===== src/rtl/gpr_wb_pkg.sv =====
// rtl/gpr_wb_pkg.sv - shared defaults and constants for the GPR writeback arbiter
package gpr_wb_pkg;

  localparam int NREQ_DEF = 3;
  localparam int AW_DEF   = 5;
  localparam int DW_DEF   = 32;

  // Requester slots on the writeback port; lower index wins under fixed priority
  typedef enum int {
    REQ_ALU = 0,
    REQ_LD  = 1,
    REQ_MD  = 2
  } req_id_e;

  localparam logic [4:0] REG_ZERO = 5'd0;

endpackage


===== src/rtl/gpr_wb_rr_arb.sv =====
// rtl/gpr_wb_rr_arb.sv - grant logic, round-robin when GPR_WB_RR_EN is defined, else fixed priority
module gpr_wb_rr_arb
  import gpr_wb_pkg::*;
#(
  parameter int NREQ = NREQ_DEF
) (
  input  logic            clk,
  input  logic            reset,
  input  logic [NREQ-1:0] req,
  output logic [NREQ-1:0] grant
);

`ifdef GPR_WB_RR_EN
  localparam int PW = (NREQ > 1) ? $clog2(NREQ) : 1;

  logic [PW-1:0] ptr;
  logic [PW-1:0] gidx;
  logic [PW-1:0] idx;

  // Scan from the farthest slot back to ptr+1 so the nearest valid requester overwrites the rest
  always_comb begin
    grant = '0;
    gidx  = ptr;
    idx   = '0;
    for (int k = NREQ; k >= 1; k--) begin
      idx = PW'((int'(ptr) + k) % NREQ);
      if (req[idx]) begin
        grant      = '0;
        grant[idx] = 1'b1;
        gidx       = idx;
      end
    end
  end

  // Remember the last winner; reset value makes requester 0 the first candidate
  always_ff @(posedge clk or negedge reset) begin
    if (!reset) begin
      ptr <= PW'(NREQ - 1);
    end else if (|grant) begin
      ptr <= gidx;
    end
  end
`else
  logic unused;
  assign unused = ^{clk, reset};

  // Lowest set bit wins
  assign grant = req & (~req + 1'b1);
`endif

endmodule


===== src/rtl/gpr_wb_arbiter.sv =====
// rtl/gpr_wb_arbiter.sv - GPR writeback arbiter with pending-write scoreboard (policy via GPR_WB_RR_EN)
module gpr_wb_arbiter
  import gpr_wb_pkg::*;
#(
  parameter int NREQ = NREQ_DEF,
  parameter int AW   = AW_DEF,
  parameter int DW   = DW_DEF
) (
  input  logic               clk,
  input  logic               reset,
  input  logic [NREQ-1:0]    req_valid,
  output logic [NREQ-1:0]    req_ready,
  input  logic [NREQ*AW-1:0] req_addr,
  input  logic [NREQ*DW-1:0] req_data,
  input  logic               rsv_valid,
  input  logic [AW-1:0]      rsv_addr,
  output logic               rsv_ready,
  input  logic [AW-1:0]      chk_a,
  input  logic [AW-1:0]      chk_b,
  output logic               hazard_a,
  output logic               hazard_b,
  output logic [AW-1:0]      RegWrite,
  output logic               WriteEnable,
  output logic [DW-1:0]      WriteData,
  output logic               err
);

  localparam int            NREG = 1 << AW;
  localparam logic [AW-1:0] ZERO = AW'(REG_ZERO);

  logic [NREQ-1:0] grant;
  logic [NREG-1:0] busy;
  logic [NREG-1:0] busy_nxt;
  logic [AW-1:0]   sel_addr;
  logic [DW-1:0]   sel_data;
  logic            xfer;
  logic            rsv_take;

  gpr_wb_rr_arb #(
    .NREQ (NREQ)
  ) u_arb (
    .clk   (clk),
    .reset (reset),
    .req   (req_valid),
    .grant (grant)
  );

  // No grants while reset is held, so nothing is taken from a requester that must re-present
  assign req_ready = reset ? grant : '0;
  assign xfer      = |req_ready;

  // Route the granted requester's address and data to the output stage
  always_comb begin
    sel_addr = '0;
    sel_data = '0;
    for (int i = 0; i < NREQ; i++) begin
      if (grant[i]) begin
        sel_addr = req_addr[i*AW +: AW];
        sel_data = req_data[i*DW +: DW];
      end
    end
  end

  // Reservation looks only at current busy state; a same-edge clear costs one stall cycle
  assign rsv_ready = (rsv_addr == ZERO) || !busy[rsv_addr];
  assign rsv_take  = rsv_valid && rsv_ready && (rsv_addr != ZERO);

  // Grant clears, reservation sets afterwards so the set wins on a shared register
  always_comb begin
    busy_nxt = busy;
    if (xfer) begin
      busy_nxt[sel_addr] = 1'b0;
    end
    if (rsv_take) begin
      busy_nxt[rsv_addr] = 1'b1;
    end
  end

  // Scoreboard register
  always_ff @(posedge clk or negedge reset) begin
    if (!reset) begin
      busy <= '0;
    end else begin
      busy <= busy_nxt;
    end
  end

  // Registered GPR write port; $0 writes are consumed with WriteEnable low
  always_ff @(posedge clk or negedge reset) begin
    if (!reset) begin
      RegWrite    <= '0;
      WriteData   <= '0;
      WriteEnable <= 1'b0;
    end else if (xfer) begin
      RegWrite    <= sel_addr;
      WriteData   <= sel_data;
      WriteEnable <= (sel_addr != ZERO);
    end else begin
      WriteEnable <= 1'b0;
    end
  end

  // Sticky flag for a write to a register nobody reserved
  always_ff @(posedge clk or negedge reset) begin
    if (!reset) begin
      err <= 1'b0;
    end else if (xfer && (sel_addr != ZERO) && !busy[sel_addr]) begin
      err <= 1'b1;
    end
  end

  // Output-register term covers the cycle between grant and GPR commit
  assign hazard_a = (chk_a != ZERO) && (busy[chk_a] || (WriteEnable && (RegWrite == chk_a)));
  assign hazard_b = (chk_b != ZERO) && (busy[chk_b] || (WriteEnable && (RegWrite == chk_b)));

endmodule


===== config.mk =====
export PLATFORM = sky130hd
export DESIGN_NAME = gpr_wb_arbiter
export DESIGN_NICKNAME = d
export VERILOG_FILES = /design/src/rtl/gpr_wb_pkg.sv /design/src/rtl/gpr_wb_rr_arb.sv /design/src/rtl/gpr_wb_arbiter.sv
export SDC_FILE = /design/constraint.sdc
export NUM_CORES = 1
export LEC_CHECK = 0
export CORE_UTILIZATION = 40
export DETAILED_ROUTE_END_ITERATION = 6
export PLACE_DENSITY_LB_ADDON = 0.3
export SYNTH_ARGS = -nofsm -noshare
export SYNTH_HDL_FRONTEND = slang
export SYNTH_SLANG_ARGS = --single-unit

===== constraint.sdc =====
create_clock -name clk -period 2.5 [get_ports clk]
set_clock_uncertainty 0.1 [all_clocks]
set_input_delay 0.375 -clock clk [delete_from_list [all_inputs] [get_ports clk]]
set_output_delay 0.375 -clock clk [all_outputs]
set_load 0.01 [all_outputs]

Word-level counts from Yosys, hierarchy flattened

Cells that the tools add are included.

Add/sub/neg operators: 1
Multipliers: 0
Divide/modulo/power cells: 0
Magnitude comparators: 6
Eq/ne operators: 2
Shift operators: 0
Mux-type cells: 22
Bitwise operators: 5
Reductions and logical operators: 21

Operators with widths:

| kind                | count |
|---|---|
| $mux 32             | 5 |
| $and 32x32->32      | 1 |
| $not 32->32         | 1 |
| $or 32x32->32       | 1 |
| $lt 5x6->1 const B  | 4 |
| $bmux 1 s5          | 4 |
| $reduce_bool 5->1   | 4 |
| $mux 5              | 3 |
| $demux 1 s5         | 2 |
| $eq 5x5->1          | 2 |
| $ge 5x1->1 const B  | 2 |
| $logic_and 1x1->1   | 10 |
| $mux 1              | 7 |
| $logic_not 5->1     | 1 |
| $add 3x1->3 const B | 1 |
| $and 3x3->3         | 1 |
| $logic_or 1x1->1    | 3 |
| $mux 3              | 1 |
| $not 3->3           | 1 |
| $reduce_or 3->1     | 1 |
| $logic_not 1->1     | 2 |

Register bits after elaboration: 71
Latch bits: 0
RAM bits: 0
Bits in read-only memories: 0
Output and inout port bits: 45
Memories: 0

Logic depth before layout (Yosys ltp)

Depth in word-level cells: 15
Gate-level depth with buffers: 8
Mapped depth without buffers: 6

Hierarchy

From an unflattened synthesis, not the netlist that was laid out.

Cells, all modules: 504
Area total of the unflattened synthesis: 4,668.2 um2

By module, submodules not included:

| module         | instances | cells an instance | area each (um2) | seq. area each (um2) |
|---|---|---|---|---|
| gpr_wb_arbiter | 1         | 501               | 4,642.0         | 1,776.7 |
| gpr_wb_rr_arb  | 1         | 3                 | 26.3            | 0.0 |

Least setup slack after synthesis

No wires, ideal clock.

Path type: in2out
Start point: input port chk_a[0]
End point: output port hazard_a
Arrival: 1.945 ns
Data required time: 2.025 ns
Slack: 0.080 ns
Stages: 7
Path buffers: 1
Cell sequence: buf_2 -> mux4_2 -> mux4_2 -> nor2_1 -> a21oi_1 -> a31oi_1 -> a21oi_1

Word-level cells in the longest chain between the ends: 4
Elaborated cells between the ends (all ways): 7
Classes of those cells: eq/ne: 1; mux: 2; reduce/logical: 4

RTL lines:

| item                                                                     | line                  | text |
|---|---|---|
| start: declaration                                                       | gpr_wb_arbiter.sv:18  | `input logic [AW-1:0] chk_a,` |
| $bmux 1 s5 / $eq 5x5->1 (equally long branches)                          | gpr_wb_arbiter.sv:113 | `assign hazard_a = (chk_a != ZERO) && (busy[chk_a] \|\| (WriteEnable && (RegWrite == chk_a)));` |
| $mux 1 (not written as such) / $logic_and 1x1->1 (equally long branches) | gpr_wb_arbiter.sv:113 |  |
| $logic_or 1x1->1                                                         | gpr_wb_arbiter.sv:113 |  |
| $logic_and 1x1->1 (*)                                                    | gpr_wb_arbiter.sv:113 |  |
| end: declaration                                                         | gpr_wb_arbiter.sv:20  | `output logic hazard_a,` |

Every way passes the cells marked *; elsewhere a longest branch is shown, timed or not. The select of a mux whose other input is x is not followed.

Final worst setup path

Start point: register busy[17]
End point: output port hazard_b

Word-level cells in the longest chain between the ends: 4

RTL lines:

| item                         | line                  | text |
|---|---|---|
| start: declaration           | gpr_wb_arbiter.sv:32  | `logic [NREG-1:0] busy;` |
| start signal: assignment     | gpr_wb_arbiter.sv:84  | `busy <= busy_nxt;` |
| $bmux 1 s5                   | gpr_wb_arbiter.sv:114 | `assign hazard_b = (chk_b != ZERO) && (busy[chk_b] \|\| (WriteEnable && (RegWrite == chk_b)));` |
| $mux 1 (not written as such) | gpr_wb_arbiter.sv:114 |  |
| $logic_or 1x1->1             | gpr_wb_arbiter.sv:114 |  |
| $logic_and 1x1->1            | gpr_wb_arbiter.sv:114 |  |
| end: declaration             | gpr_wb_arbiter.sv:21  | `output logic hazard_b,` |

No other way between the ends. The select of a mux whose other input is x is not followed.

==> flow_metrics.env <==
export IMPL_reg2reg_to="busy[29]$_DFF_PN0_"
export IMPL_crit_arrival_ns=2.30
export IMPL_cts_buffer_depth=2
export IMPL_hold_path_depth=2
export IMPL_min_to="WriteData[22]$_DFFE_PN0N_"
export IMPL_drtAntennaViolNets=0
export IMPL_rr_worst_depth=10
export IMPL_num_vias=5546
export IMPL_synth_fp_nets=721
export IMPL_fmax_ghz=0.361
export IMPL_grt_use_total_pct=31.4
export IMPL_grt_pass1_wl_um=29900
export IMPL_critPathSlowestCell="mux4_2"
export IMPL_seq_area_frac_synth_pct=36.6
export IMPL_final_area_sq_um=7770
export IMPL_leakage_nw=3.25
export IMPL_clkLatencyLatePin_ns=0.34
export IMPL_synth_cell_types=44
export IMPL_cts_max_level=3
export IMPL_endpoint_kind="output pin"
export IMPL_hpwl_um=14600
export IMPL_wl_um=19100
export IMPL_cts_tree="done"
export IMPL_dp_slack_ns=-0.739
export IMPL_cap_violations=0
export IMPL_r2r_start="busy[17]$_DFF_PN0_"
export IMPL_dr_first_iter_drc_count=503
export IMPL_ir_drop_mv=0.463
export IMPL_synth_flop_cell="dfrtp_1"
export IMPL_layout_drive_gt1_share_pct=20.8
export IMPL_fin_total_pwr_mw=5.02
export IMPL_clock_sinks=71
export IMPL_async_reset_ff_share_pct=100
export IMPL_period_share_pct=111
export IMPL_hp_class="flop to flop"
export IMPL_setup_viol=3
export IMPL_wl_per_cell_um=19.5
export IMPL_antenna_found_initial=0
export IMPL_ys_ff_latch=71
export IMPL_slew_viol_final=0
export IMPL_violations="DRC, setup timing"
export IMPL_num_rows=39
export IMPL_fin_ws_ns=-0.272
export IMPL_overflow=0
export IMPL_clk_pin_slew_worst_paths_ns=0.06
export IMPL_cp_max_fo=2
export IMPL_yosysWarnings=0
export IMPL_die_area_sq_um=12600
export IMPL_relSlewSlack_pct=54.3
export IMPL_start_kind="flop"
export IMPL_initial_core_util_pct=41.8
export IMPL_gp_congestion=1.05
export IMPL_syn_to_final_growth_pct=59.9
export IMPL_die_width_um=112
export IMPL_hold_start="WriteData[22]$_DFFE_PN0N_"
export IMPL_syn_area_sq_um=4860
export IMPL_syn_inst=589
export IMPL_placed_area_sq_um=7300
export IMPL_hold_viol=0
export IMPL_routed_via_density=5.67
export IMPL_diodes=0
export IMPL_critical_path_class="flop to output pin"
export IMPL_dp_cells=957
export IMPL_nNetsFinal=962
export IMPL_ios=177
export IMPL_status="finished with violations"
export IMPL_synthTopCellsByArea="dfrtp_1 (37%), o21ai_0 (10%), a21oi_1 (9.5%), mux4_2 (8.8%), nand2_1 (7.3%)"
export IMPL_holdWs_ns=0.375
export IMPL_finalNonFillerCells=978
export IMPL_core_area_sq_um=11600
export IMPL_grt_max_degree=65
export IMPL_port_buffers=176
export IMPL_synth_top_cell_area_share_pct=36.6
export IMPL_grt_pass1_vias=5481
export IMPL_rsz0062_at_grt="true"
export IMPL_synth_avg_cell_area_sq_um=8.25
export IMPL_chipHeight_um=112
export IMPL_path_cells="buf_4 > buf_4 > mux4_2 > mux4_2 > mux2i_1 > a21oi_1 > buf_2"
export IMPL_crit_required_ns=2.03
export IMPL_clockRootBuffer="clkbuf_16"
export IMPL_firstDrtPassIters=7
export IMPL_worst_pin_slew_ns=0.685
export IMPL_synth_edf_count=0
export IMPL_max_stage_delay_ns=0.47
export IMPL_synth_largest_area_cell="dfrtp_1"
export IMPL_regToRegSetupSlack_ns=0.06
export IMPL_period_minus_slack_ns=2.77
export IMPL_drc=10
export IMPL_power_per_cell_area_nw_per_um2=647
export IMPL_cts_buffers=9
worst max-delay path: cells and delay by family, from the launching register on:
family | cells | cell delay [ns]
compound gates | 1 | 0.08
buf+inv | 3 | 0.41
flops | 1 | 0.41
mux | 3 | 1.04
cell usage after synthesis, drive strengths merged, types with 2 or more instances:
cell type and instances:
o21ai 98, nand2 95, a21oi 92, nor2 72, dfrtp 71, clkbuf 31, mux4 27, buf 12
nand3 11, nand3b 11, xor2 8, inv 5, or3 5, a22oi 4, mux2 4, nor2b 4
nor3 4, a21o 3, mux2i 3, a22o 2, a31oi 2, a32oi 2, and3b 2, nand2b 2
nor3b 2, nor4 2, o21a 2, xnor2 2
cell type report:
cell class / instances / area, sq um
well taps: 143 / 179
clock inverters: 5 / 56.3
clock buffers: 11 / 253
flip-flops and latches: 71 / 1780
fillers: 989 / 3850
repair buffers: 273 / 2550
inverters: 5 / 18.8
multi-input cells: 470 / 2920
worst max path at each step:
stage                             from        to  cells past startpoint
finish              busy[17]$_DFF_PN0_  hazard_b                      7
global route        busy[17]$_DFF_PN0_  hazard_a                      8
CTS                 busy[17]$_DFF_PN0_  hazard_a                      8
detailed placement            chk_a[0]  hazard_a                      9
global placement              chk_a[0]  hazard_a                      9
floorplan                     chk_a[0]  hazard_a                      7
power by group:
group          switching [mW]  leakage [nW]  internal, mW
clock network           0.516         0.152         0.825
logic                   0.782          2.23          1.12
registers               0.385         0.876          1.40
state kept, by name, summed over array words and instances (netlist names):
signal,count
RegWrite,5
WriteData,32
WriteEnable,1
busy,32
err,1
logic make-up (layout without fill, tap and decap cells):
kind of cell | after synthesis | after routing | share of synthesized area [%]
AO/OA/AOI/OAI | 211 | 211 | 23.0
XOR/XNOR | 10 | 10 | 1.80
buffers and inverters | 48 | 294 | 4.58
AND/OR/NAND/NOR | 215 | 215 | 19.3
flip-flops | 71 | 71 | 36.6
multiplexers | 34 | 34 | 14.7
timing repair:
| action | 4_1_cts | 5_1_grt |
|---|---|---|
| hold buffers | 1 | 0 |
| setup endpoints to repair | 34 | 34 |
| hold endpoints to repair | 20 | 0 |
| resized for setup | 77 | 8 |
| gates cloned | 1 | 0 |
| buffers inserted | 4 | 1 |
| pin swaps | 9 | 7 |
metrics by stage:
step                      TNS, ns  util [%]
after floorplan                 0         -
after global placement     -11.80      62.9
after detailed placement   -14.93      62.9
after CTS                   -1.01      66.7
after global routing        -1.27      66.9
final                      -0.559      66.9
metal layers:
layer | global-route usage, % | routed length (um) | vias up
met5 | 0 | 0 | -
met4 | 11.8 | 452 | 0
met1 | 40.7 | 7800 | 2678
li1 | - | - | 2593
met2 | 50.6 | 9180 | 232
met3 | 7.99 | 1620 | 43
cells in the final DEF (no fill, tap or decap), types with 3 or more instances in the layout:
| master | Yosys | final |
|---|---|---|
| clkdlybuf4s50_1 | 0 | 164 |
| nand2_1 | 95 | 94 |
| a21oi_1 | 92 | 92 |
| buf_4 | 0 | 82 |
| o21ai_0 | 97 | 76 |
| nor2_1 | 72 | 72 |
| dfrtp_1 | 71 | 66 |
| mux4_2 | 19 | 25 |
| o21ai_2 | 0 | 16 |
| buf_6 | 0 | 13 |
| nand3b_1 | 11 | 11 |
| nand3_1 | 11 | 10 |
| clkbuf_16 | 0 | 9 |
| xor2_1 | 8 | 8 |
| o21ai_1 | 1 | 6 |
| inv_1 | 5 | 5 |
| or3_1 | 5 | 5 |
| dfrtp_2 | 0 | 5 |
| buf_2 | 2 | 5 |
| nor2b_1 | 4 | 4 |
| a22oi_1 | 4 | 4 |
| mux2_2 | 4 | 4 |
| nor3_1 | 3 | 3 |
| a21o_1 | 3 | 3 |
| mux2i_1 | 3 | 3 |
| dlygate4sd2_1 | 0 | 3 |
(Power assumes the default switching activity.)
